## src/rtl/ssd_bcd_scan.sv

```systemverilog
// Binary-to-BCD display driver: a sequential double-dabble engine converts the
// 8-bit count into three decimal digits, which are time-multiplexed onto a 4-digit display.
module ssd_bcd_scan #(
    parameter int REFRESH_DIV = 100000,
    parameter bit BLANK_LZ    = 1'b1
) (
    input  logic       clock_in,
    input  logic       reset_n,
    input  logic [7:0] count,
    output logic [6:0] seg,
    output logic       dp,
    output logic [3:0] an,
    output logic       busy,
    output logic       upd
);

    localparam int CNT_W = $clog2(REFRESH_DIV);
    localparam logic [CNT_W-1:0] CNT_MAX = CNT_W'(REFRESH_DIV - 1);
    localparam logic [6:0] SEG_BLANK = 7'h7F;

    typedef enum logic [1:0] {
        ST_IDLE,
        ST_SHIFT,
        ST_UPDATE
    } state_t;

    state_t           state_q, state_d;
    logic [19:0]      sr_q, sr_d;
    logic [2:0]       iter_q, iter_d;
    logic             load_disp;
    logic [3:0]       h_q, t_q, o_q;
    logic             upd_q;
    logic [CNT_W-1:0] refresh_q;
    logic [1:0]       sel_q;
    logic [6:0]       seg_d, seg_q;
    logic [3:0]       an_q;

    // One double-dabble iteration: correct each BCD nibble, then shift in the next bit.
    function automatic logic [19:0] dabble_step(input logic [19:0] r);
        logic [19:0] a;
        a = r;
        if (a[11:8]  >= 4'd5) a[11:8]  = a[11:8]  + 4'd3;
        if (a[15:12] >= 4'd5) a[15:12] = a[15:12] + 4'd3;
        if (a[19:16] >= 4'd5) a[19:16] = a[19:16] + 4'd3;
        return {a[18:0], 1'b0};
    endfunction

    function automatic logic [6:0] seg_decode(input logic [3:0] d);
        case (d)
            4'd0:    return 7'b1000000;
            4'd1:    return 7'b1111001;
            4'd2:    return 7'b0100100;
            4'd3:    return 7'b0110000;
            4'd4:    return 7'b0011001;
            4'd5:    return 7'b0010010;
            4'd6:    return 7'b0000010;
            4'd7:    return 7'b1111000;
            4'd8:    return 7'b0000000;
            4'd9:    return 7'b0010000;
            default: return SEG_BLANK;
        endcase
    endfunction

    always_ff @(posedge clock_in or negedge reset_n) begin
        if (!reset_n) begin
            state_q <= ST_IDLE;
            sr_q    <= '0;
            iter_q  <= '0;
            h_q     <= '0;
            t_q     <= '0;
            o_q     <= '0;
            upd_q   <= 1'b0;
        end else begin
            state_q <= state_d;
            sr_q    <= sr_d;
            iter_q  <= iter_d;
            upd_q   <= load_disp;
            if (load_disp) begin
                {h_q, t_q, o_q} <= sr_q[19:8];
            end
        end
    end

    always_comb begin
        state_d   = state_q;
        sr_d      = sr_q;
        iter_d    = iter_q;
        load_disp = 1'b0;
        case (state_q)
            ST_IDLE: begin
                sr_d    = {12'd0, count};
                iter_d  = '0;
                state_d = ST_SHIFT;
            end
            ST_SHIFT: begin
                sr_d   = dabble_step(sr_q);
                iter_d = iter_q + 3'd1;
                if (iter_q == 3'd7) begin
                    state_d = ST_UPDATE;
                end
            end
            ST_UPDATE: begin
                load_disp = 1'b1;
                state_d   = ST_IDLE;
            end
            default: state_d = ST_IDLE;
        endcase
    end

    // Digit scan: sel advances once per REFRESH_DIV cycles.
    always_ff @(posedge clock_in or negedge reset_n) begin
        if (!reset_n) begin
            refresh_q <= '0;
            sel_q     <= '0;
        end else if (refresh_q == CNT_MAX) begin
            refresh_q <= '0;
            sel_q     <= sel_q + 2'd1;
        end else begin
            refresh_q <= refresh_q + 1'b1;
        end
    end

    always_comb begin
        seg_d = SEG_BLANK;
        case (sel_q)
            2'd0: seg_d = seg_decode(o_q);
            2'd1: seg_d = (BLANK_LZ && h_q == 4'd0 && t_q == 4'd0) ? SEG_BLANK : seg_decode(t_q);
            2'd2: seg_d = (BLANK_LZ && h_q == 4'd0) ? SEG_BLANK : seg_decode(h_q);
            default: seg_d = SEG_BLANK;
        endcase
    end

    always_ff @(posedge clock_in or negedge reset_n) begin
        if (!reset_n) begin
            seg_q <= SEG_BLANK;
            an_q  <= 4'hF;
        end else begin
            seg_q <= seg_d;
            an_q  <= ~(4'b0001 << sel_q);
        end
    end

    assign seg  = seg_q;
    assign an   = an_q;
    assign dp   = 1'b1;
    assign busy = (state_q != ST_IDLE);
    assign upd  = upd_q;

endmodule

```

## config.mk

```make
export PLATFORM = sky130hd
export DESIGN_NAME = ssd_bcd_scan
export DESIGN_NICKNAME = d
export VERILOG_FILES = /design/src/rtl/ssd_bcd_scan.sv
export SDC_FILE = /design/constraint.sdc
export NUM_CORES = 1
export LEC_CHECK = 0
export ABC_CLOCK_PERIOD_IN_PS = 1500
export CORE_UTILIZATION = 54
export DETAILED_ROUTE_END_ITERATION = 8
export PLACE_DENSITY = 0.77
export SYNTH_ARGS = -nofsm -noshare
export SYNTH_HDL_FRONTEND = slang
export SYNTH_SLANG_ARGS = --single-unit
```

## constraint.sdc

```tcl
create_clock -name clock_in -period 1.5 [get_ports clock_in]
set_input_delay 0.375 -clock clock_in [delete_from_list [all_inputs] [get_ports clock_in]]
set_output_delay 0.375 -clock clock_in [all_outputs]
set_load 0.005 [all_outputs]
```

Word level (Yosys, flattened, before mapping)
Memories as Yosys holds them, arrays and structs flattened.
Index checks and enable logic that the tools add are counted.
Storage, ports and cells
  input port bits: 10
  ROM bits: 336
  memories kept: 3
  register bits after elaboration: 68
  word-level logic and storage cells: 51
  output and inout port bits: 14
Memory list
  (no name shown): words 16, width 7, rd ports 1, clocked after memory_dff 0, wr ports 0, line 49  | case (d)
  (no name shown): words 16, width 7, rd ports 1, clocked after memory_dff 0, wr ports 0, line 49
  (no name shown): words 16, width 7, rd ports 1, clocked after memory_dff 0, wr ports 0, line 49
Operators by class
  $add $sub $neg: 6
  equal/unequal tests: 7
  reductions and logical operators: 7
  bitwise logic cells: 1
  shift-type cells: 1
  mux-type cells: 12
  magnitude comparators: 3
Operators by type and width (count)
  $pmux 20 s2: 1
  $pmux 7 s3: 1
  $add 17x1->17 const B: 1
  $eq 17x17->1 const B: 1
  $mux 17: 1
  $mux 7: 2
  $ge 4x3->1 const B: 3
  $add 4x2->4 const B: 2
  $logic_not 4->1: 2
  $mux 4: 2
  $pmux 3 s2: 1
  $eq 2x1->1 const B: 2
  $eq 2x2->1 const B: 2
  $logic_not 2->1: 2
  $not 4->4: 1
  $pmux 2 s2: 1
  $reduce_bool 2->1: 2
  $shl 1x2->4 const A: 1
  $add 3x1->3 const B: 1
  $add 3x2->3 const B: 1
  $eq 3x3->1 const B: 1
  $mux 3: 1
  $add 2x1->2 const B: 1
  $mux 2: 1
  other kinds (3): 3

Logic depth before layout (Yosys ltp)
Gate-level depths: netlist of the first run.
  depth in word-level cells: 4
  gate-level depth with buffers: 6
  depth with buffers taken out: 6

Least setup slack after synthesis of the first run
No wires, ideal clock.
  kind: register to register
  start point: register t_q[0]
  end point: register seg_q[2] (netlist: seg[2])
  path slack: -141 ps
  clock period less this slack: 1641 ps
  required time: 1416 ps
  arrival: 1557 ps
  cell stages (with the launch flop): 7
  setup time: 84 ps
  cell sequence: dfrtp_1 inv_1 ha_1 or4b_1 o2bb2ai_2 a21oi_1 o2111ai_1
Between the ends
  cells in the longest elaborated chain, start to end: 4
  elaborated cells on any way between the ends: 5
  those cells by class: mux (2); reduce/logical (2); memory (1)
Ends and longest elaborated chain
  start: declaration: line 31  | logic [3:0] h_q, t_q, o_q;
  start signal: assignment: line 79  | {h_q, t_q, o_q} <= sr_q[19:8];
  branches (longest 2 deep; another with $mem_v2 16x7)
  $mux 7 *: line 127  | 2'd1: seg_d = (BLANK_LZ && h_q == 4'd0 && t_q == 4'd0) ? SEG_BLANK : seg_decode(t_q);
  $pmux 7 s3 *: line 125  | case (sel_q)
  net seg_d[2]: line 35  | logic [6:0] seg_d, seg_q;
  end signal: assignment: line 138  | seg_q <= seg_d;
  end: declaration: line 35
Mark *: on every way through the listed nets, which the timed path passes.
A chain may end at the register's enable or synchronous reset.

Final worst setup path of the first run
  start point: register t_q[1]
  end point: register seg_q[2] (netlist: seg[2])
The elaborated chain is that of the path after synthesis.

==> metrics.yaml, run 1 <==
pwr:
  p_per_area_mw_per_mm2: 1290
  ir_drop_v: 0.000701
  leakage_uw: 0.00220
  power.total_uw: 6170
layout:
  antennaDiodeCount: 0
  stdcell_area_sq_mm: 0.00477
  drive_gt1_frac: 0.302
  syn_to_final_growth_pct: 27.4
  final_util: 0.730
  fin_nets: 489
synthesis:
  synth_area_leader_cell: "dfrtp_1"
  synth_warnings: 0
  synthTopCellsByArea: "dfrtp_1, ha_1, dfstp_2"
  synth_seq_cells: 68
  syn_nets: 417
  async_reset_ff_frac: 1.00
  synth.distinct_cells: 53
  syn_area_sq_mm: 0.00374
  synth_flop_cell: "dfrtp_1"
  ys_seq_area_frac: 0.458
  synth-edff-count: 0
  syn_inst: 377
  syn_avg_cell_area_sq_um: 9.93
  synth_top_area_frac: 0.381
clock_tree:
  cts_tree: "yes"
  htreeDepth: 3
  cts_buffers: 9
  hold_buffers: 0
  clkTransAtPathRegs_ns: 0.08
  cts_buffer_depth: 2
  insertion_delay_ns: 0.35
  cts-root-buf: "clkbuf_8"
  cts.sinks: 68
detailed_routing:
  postRouteAntennaNets: 0
  drtIter0Drc: 113
  drc: 0
  wl_mm: 7.99
  first_pass_iters: 4
  vias: 2962
  avgViaCountPerCell: 5.58
  wire_per_inst_microns: 15.0
floorplan:
  boundaryPins: 24
  num_rows: 29
  die_w_microns: 85.3
  die_area_sq_mm: 0.00727
  die_h_microns: 85.3
  initial_utilization: 0.573
  core_sq_mm: 0.00653
timing:
  final.setup_skew_ns: 0.0128
  rsz0062_at_grt: "yes"
  period_minus_slack_ns: 1.62
  fmax_mhz: 616
  final.setup.worst_slack_ns: -0.123
  hold_viol_final: 0
  slew_violations: 0
  finalCritPeriodShare: 1.08
  finalSetupViolCount: 9
worst_setup_path:
  crit_slowest_cell: "or4b_4"
  path_cells: "inv_2 > ha_4 > or4b_4 > o2bb2ai_4 > a21oi_1 > o2111ai_1"
  crit_buf_inv: 1
  critPathArrivalTime_ns: 1.88
  cp_max_fo: 6
  worst-path-stages: 6
  slowest_delay_ns: 0.48
  ff2ff_path_depth: 6
  path_delay_family: "simple AND/OR/NAND/NOR gates"
  cp-start-kind: "flip-flop"
  endpoint_kind: "flip-flop"
  cp.required_ns: 1.76
  crit_type: "reg -> reg"
run:
  drv_cap: 0
global_route:
  grt_overflow: 0
  grt_usage: 0.229
  antenna_found_initial: 0
  grt_pass1_wl_mm: 12.8
  first_global_vias: 2796
  grt_max_degree: 69
run_status:
  status: "complete, but fails checks"
  failed_checks: "negative setup slack"
place:
  dpl.hpwl_mm: 5.39
  port_buffers: 22
  place_area_sq_mm: 0.00440
  gp_congestion: 0.914
worst_hold_path:
  worstHoldPathType: "in -> async"
-- cells in the final DEF, fill, tap and decap left out, types with 6 or more instances in the layout --
| cell type | instances |
|---|---|
| dlygate4sd2_1 | 8 |
| nor2_1 | 17 |
| buf_4 | 50 |
| mux2i_1 | 8 |
| inv_1 | 21 |
| a22o_1 | 7 |
| xnor2_1 | 9 |
| o21ai_0 | 35 |
| clkdlybuf4s50_1 | 8 |
| nand2b_1 | 6 |
| mux2_2 | 7 |
| dfstp_2 | 11 |
| a21oi_1 | 12 |
| nor2b_1 | 6 |
| xor2_1 | 9 |
| ha_1 | 23 |
| nand2_1 | 44 |
| o21ai_1 | 8 |
| dfrtp_1 | 56 |
| clkbuf_8 | 9 |
| nand3_1 | 6 |
-- per-layer routing --
layer / global-route usage / part of all wire / wire, microns / vias to the layer above
met5: 0 / 0 / 0 / -
met4: 0.112 / 0.028 / 221 / 0
met3: 0.0564 / 0.040 / 318 / 21
met2: 0.364 / 0.49 / 3910 / 82
met1: 0.296 / 0.44 / 3540 / 1421
li1: - / - / - / 1438
-- registers in the layout, summed over array words and instances, names as in the netlist --
signal,cells
sr_q,20
refresh_q,17
seg,7
an,4
h_q,4
o_q,4
t_q,4
iter_q,3
sel_q,2
state_q,2
upd,1
-- report_power, final --
| part | total [uW] | switching (uW) | internal, uW |
|---|---|---|---|
| clock | 1290 | 707 | 585 |
| combinational | 2450 | 1140 | 1310 |
| sequential | 2430 | 269 | 2160 |
| total | 6170 | 2120 | 4060 |
-- worst paths after layout --
| check | from | to | slack, ns |
|---|---|---|---|
| worst max-delay path | t_q[1]$_DFFE_PN0P_ | seg[2]$_DFF_PN1_ | -0.12 |
| worst min-delay path | reset_n | sr_q[19]$_DFFE_PN0P_ | 0.03 |
| worst max register to register | t_q[1]$_DFFE_PN0P_ | seg[2]$_DFF_PN1_ | -0.12 |
| worst min register to register | sr_q[5]$_DFFE_PN0P_ | sr_q[5]$_DFFE_PN0P_ | 0.49 |
| max in group asynchronous | reset_n | an[0]$_DFF_PN1_ | 1.14 |
| min in group clock_in | sr_q[5]$_DFFE_PN0P_ | sr_q[5]$_DFFE_PN0P_ | 0.49 |
-- repair_timing --
item,CTS,global route
hold endpoints to repair,0,0
endpoints found under the setup margin,29,29
resized for setup,29,36
setup buffers,3,9
pin swaps,9,15
-- stage by stage --
stage                     hold slack [ns]  TNS, ns  instances  worst slack [ns]
final                              0.0321   -0.483        531            -0.123
after global routing               0.0518    -1.48        531            -0.190
after CTS                          0.0390   -0.445        524            -0.142
after detailed placement            0.422   -0.686        505           -0.0972
after global placement              0.423   -0.163        505           -0.0270
after floorplan                    0.0794   -0.127        377           -0.0465
-- worst reg2reg max path, cell delays in order, from the launching register on --
cell and delay [ns]:
dfrtp_1 0.40, inv_2 0.08, ha_4 0.12, or4b_4 0.48, o2bb2ai_4 0.20, a21oi_1 0.07, o2111ai_1 0.19
-- final cells by class --
cell class / instances / area, sq um
Clock buffer: 10 / 128
Fill cell: 452 / 1760
Multi-Input combinational cell: 267 / 2050
Inverter: 26 / 97.6
Timing Repair Buffer: 77 / 649
Tap cell: 77 / 96.3
Clock inverter: 6 / 32.5
Sequential cell: 68 / 1720
-- cells in the mapped netlist, drive strengths merged, types with 2 or more instances --
cell and number:
a21oi 18, a22o 7, and3 2, and4 3, buf 4, clkbuf 12, dfrtp 57, dfstp 11
ha 30, inv 26, mux2 8, mux2i 8, nand2 45, nand2b 9, nand3 7, nand4 5
nor2 22, nor2b 7, nor3 2, nor3b 2, nor4 2, o2111ai 3, o211ai 3, o21ai 43
o31ai 5, or2 2, xnor2 9, xor2 9
-- cell families (layout without fill, tap and decap cells) --
family | count (synthesis) | after routing | synth area share
compound gates | 88 | 88 | 0.143
simple gates | 114 | 114 | 0.166
flops | 68 | 68 | 0.458
other cells | 1 | 1 | 0.00100
mux | 16 | 16 | 0.0454
buf+inv | 42 | 119 | 0.0448
xor+xnor | 18 | 18 | 0.0421
fa+ha+maj | 30 | 30 | 0.100
(Power assumes the default switching activity.)
==> run 2, diff against run 1 <==
--- a/config.mk
+++ b/config.mk
@@ -5,6 +5,7 @@
 export SDC_FILE = /design/constraint.sdc
 export NUM_CORES = 1
 export LEC_CHECK = 0
+export ABC_AREA = 1
 export ABC_CLOCK_PERIOD_IN_PS = 1500
 export CORE_UTILIZATION = 54
 export DETAILED_ROUTE_END_ITERATION = 8
==> run 2 against run 1 <==
Against the previous run:
- the flow now finishes without violations
- sequential share of layout area is 3.3 points higher
- routed wire length shrank 15%
- combinational power decreased by 21%
- flip-flop and latch count is the same
- total power shrank 6.1%
- synthesized cell count rose by 23%
- global-route usage down 3.1 points
==> metrics.yaml, run 2 <==
worst_setup_path:
  reg2reg_slack_ns: 0.08  # +0.20 ns
  worst_r2r_endpoint: "sr_q[13]$_DFFE_PN0P_"
  crit_slowest_cell: "dfstp_2"
  path_cells: "dlygate4sd2_1"
  endpoint_kind: "output port"
  cp_max_fo: 1  # -5
  path_delay_family: "flip-flops"
  r2r-start: "sr_q[12]$_DFFE_PN0P_"
  cp-start-kind: "flip-flop"
  ff2ff_path_depth: 8  # +2
  crit_type: "reg -> out"
  critPathArrivalTime_ns: 1.09  # -0.79 ns
  crit_buf_inv: 1  # unchanged
  cp.required_ns: 1.12  # -0.64 ns
  slowest_delay_ns: 0.52  # +0.04 ns
synthesis:
  syn_area_sq_mm: 0.00377  # +0.77%
  async_reset_ff_frac: 1.00  # unchanged
  yosysMostFrequentCell: "nand2_1"
  synth_warnings: 0  # unchanged
  synth_top_area_frac: 0.378  # -0.00290
  synth.distinct_cells: 34  # -36%
  syn_avg_cell_area_sq_um: 8.15  # -18%
  synthTopCellsByArea: "dfrtp_1, nand2_1, ha_1"
  syn_nets: 503  # +21%
  ys_seq_area_frac: 0.455  # -0.00349
  synth_seq_cells: 68  # unchanged
  syn_inst: 463  # +23%
  synth-edff-count: 0  # unchanged
  yosys-top-cells-count: "nand2_1, dfrtp_1, inv_1"
  synth_flop_cell: "dfrtp_1"
  synth_area_leader_cell: "dfrtp_1"
floorplan:
  boundaryPins: 24  # unchanged
  initial_utilization: 0.559  # -0.0149
  die_h_microns: 85.6  # +0.38%
  die_area_sq_mm: 0.00733  # +0.75%
  die_w_microns: 85.6  # +0.38%
  core_sq_mm: 0.00676  # +3.4%
  num_rows: 30  # +3.4%
global_route:
  grt_usage: 0.198  # -0.0311
  antenna_found_initial: 0  # unchanged
  grt_pass1_wl_mm: 11.4  # -11%
  grt_overflow: 0  # unchanged
  first_global_vias: 2626  # -6.1%
  grt_max_degree: 69  # unchanged
pwr:
  p_per_area_mw_per_mm2: 1330  # +2.6%
  ir_drop_v: 0.000679  # -3.1%
  p_sw_frac: 0.362  # +0.0194
  power_frac_comb: 0.333  # -0.064
  intPower_uw: 3700  # -8.9%
  p_switching_uw: 2100  # -0.78%
  sequentialPowerShare: 0.422  # +0.029
  power.total_uw: 5790  # -6.1%
  leakage_uw: 0.00225  # +2.3%
  p_clk_frac: 0.245  # +0.036
detailed_routing:
  vias: 2952  # -0.34%
  postRouteAntennaNets: 0  # unchanged
  drc: 0  # unchanged
  avgViaCountPerCell: 5.03  # -9.8%
  first_pass_iters: 4  # unchanged
  wire_per_inst_microns: 11.6  # -23%
  wl_mm: 6.83  # -15%
  drtIter0Drc: 186  # +65%
layout:
  fin_nets: 542  # +11%
  drive_gt1_frac: 0.144  # -0.158
  regMostFlops: "sr_q"
  syn_to_final_growth_pct: 15.6
  largest_reg_flops: 20  # unchanged
  layout_commonest_cell: "nand2_1"
  mostFrequentLayoutCells: "nand2_1, dfrtp_1, inv_1"
  final_util: 0.646  # -0.0845
  antennaDiodeCount: 0  # unchanged
timing:
  fmax_mhz: 685  # +11%
  finalSetupViolCount: 0  # -9
  slew_violations: 0  # unchanged
  hold_viol_final: 0  # unchanged
  final.setup_skew_ns: 0.00863  # -0.00414 ns
  finalCritPeriodShare: 0.974  # -0.108
  period_minus_slack_ns: 1.46  # -0.162 ns
run:
  drv_cap: 0  # unchanged
clock_tree:
  htreeDepth: 3  # unchanged
  cts_buffers: 9  # unchanged
  clkTransAtPathRegs_ns: 0.08  # about the same
  cts_tree: "yes"
  cts_buffer_depth: 2  # unchanged
  cts-root-buf: "clkbuf_8"
  insertion_delay_ns: 0.35  # about the same
  cts.sinks: 68  # unchanged
place:
  dpl.hpwl_mm: 4.65  # -14%
  port_buffers: 22  # unchanged
  gp_congestion: 0.840  # -8.2%
run_status:
  status: "completed"
worst_hold_path:
  worstHoldPathType: "in -> async"
run 2: power by group through the flow:
stage	Sequential (uW)	Clock, uW	Combinational (uW)
floorplan	2440	0	1340
global placement	2460	0	1840
detailed placement	2480	0	1890
CTS	2440	1450	1850
global route	2480	1520	2220
finish	2450	1420	1930
run 2: routing by layer:
metal	global-route usage	up-vias	wire length, microns
li1	-	1541	-
met1	0.257	1340	3290
met2	0.310	60	3180
met3	0.0491	11	215
met4	0.102	0	132
met5	0	-	0
run 2: how the worst max path moves through the flow:
stage	slack [ns]	startpoint	endpoint	cells after the start
floorplan	0.21	refresh_q[0]$_DFF_PN0_	sel_q[0]$_DFFE_PN0N_	7
global placement	0.14	state_q[0]$_DFFE_PN0P_	busy	3
detailed placement	0.08	refresh_q[0]$_DFF_PN0_	refresh_q[10]$_DFF_PN0_	8
CTS	-0.24	state_q[0]$_DFFE_PN0P_	busy	3
global route	-0.005	sr_q[12]$_DFFE_PN0P_	sr_q[13]$_DFFE_PN0P_	8
finish	0.04	an[3]$_DFF_PN1_	an[3]	1
run 2: layout make-up:
type	count	area, sq um
clock buffer	12	165
clock inverter	4	22.5
fill	563	2390
inverter	65	244
multi-input combinational	322	1800
sequential	68	1720
tap	80	100
timing repair buffer	36	320
run 2: logic make-up (layout without fill, tap and decap cells):
group	count (synthesis)	after routing	synth area share
compound gates	63	63	0.0958
fa+ha+maj	30	30	0.0995
xor+xnor	11	11	0.0255
buf+inv	73	117	0.0756
simple gates	217	217	0.248
other cells	1	1	0.000994
flops	68	68	0.455
run 2: per-stage QoR:
stage / setup TNS [ns] / worst slack [ns] / std cells / cell area, sq um / hold slack, ns
global route: -0.00540 / -0.00540 / 587 / 4360 / 0.0675
CTS: -0.237 / -0.237 / 580 / 4290 / 0.0405
global placement: 0 / 0.143 / 564 / 4110 / 0.422
detailed placement: 0 / 0.0848 / 564 / 4110 / 0.425
finish: 0 / 0.0395 / 587 / 4360 / 0.0291
floorplan: 0 / 0.212 / 463 / 3770 / 0.0794
run 2: what timing repair did:
action	4_1_cts	5_1_grt
hold buffers	0	0
resized for setup	13	9
setup buffers	0	7
pin swaps	0	3
endpoints found under the setup margin	13	18
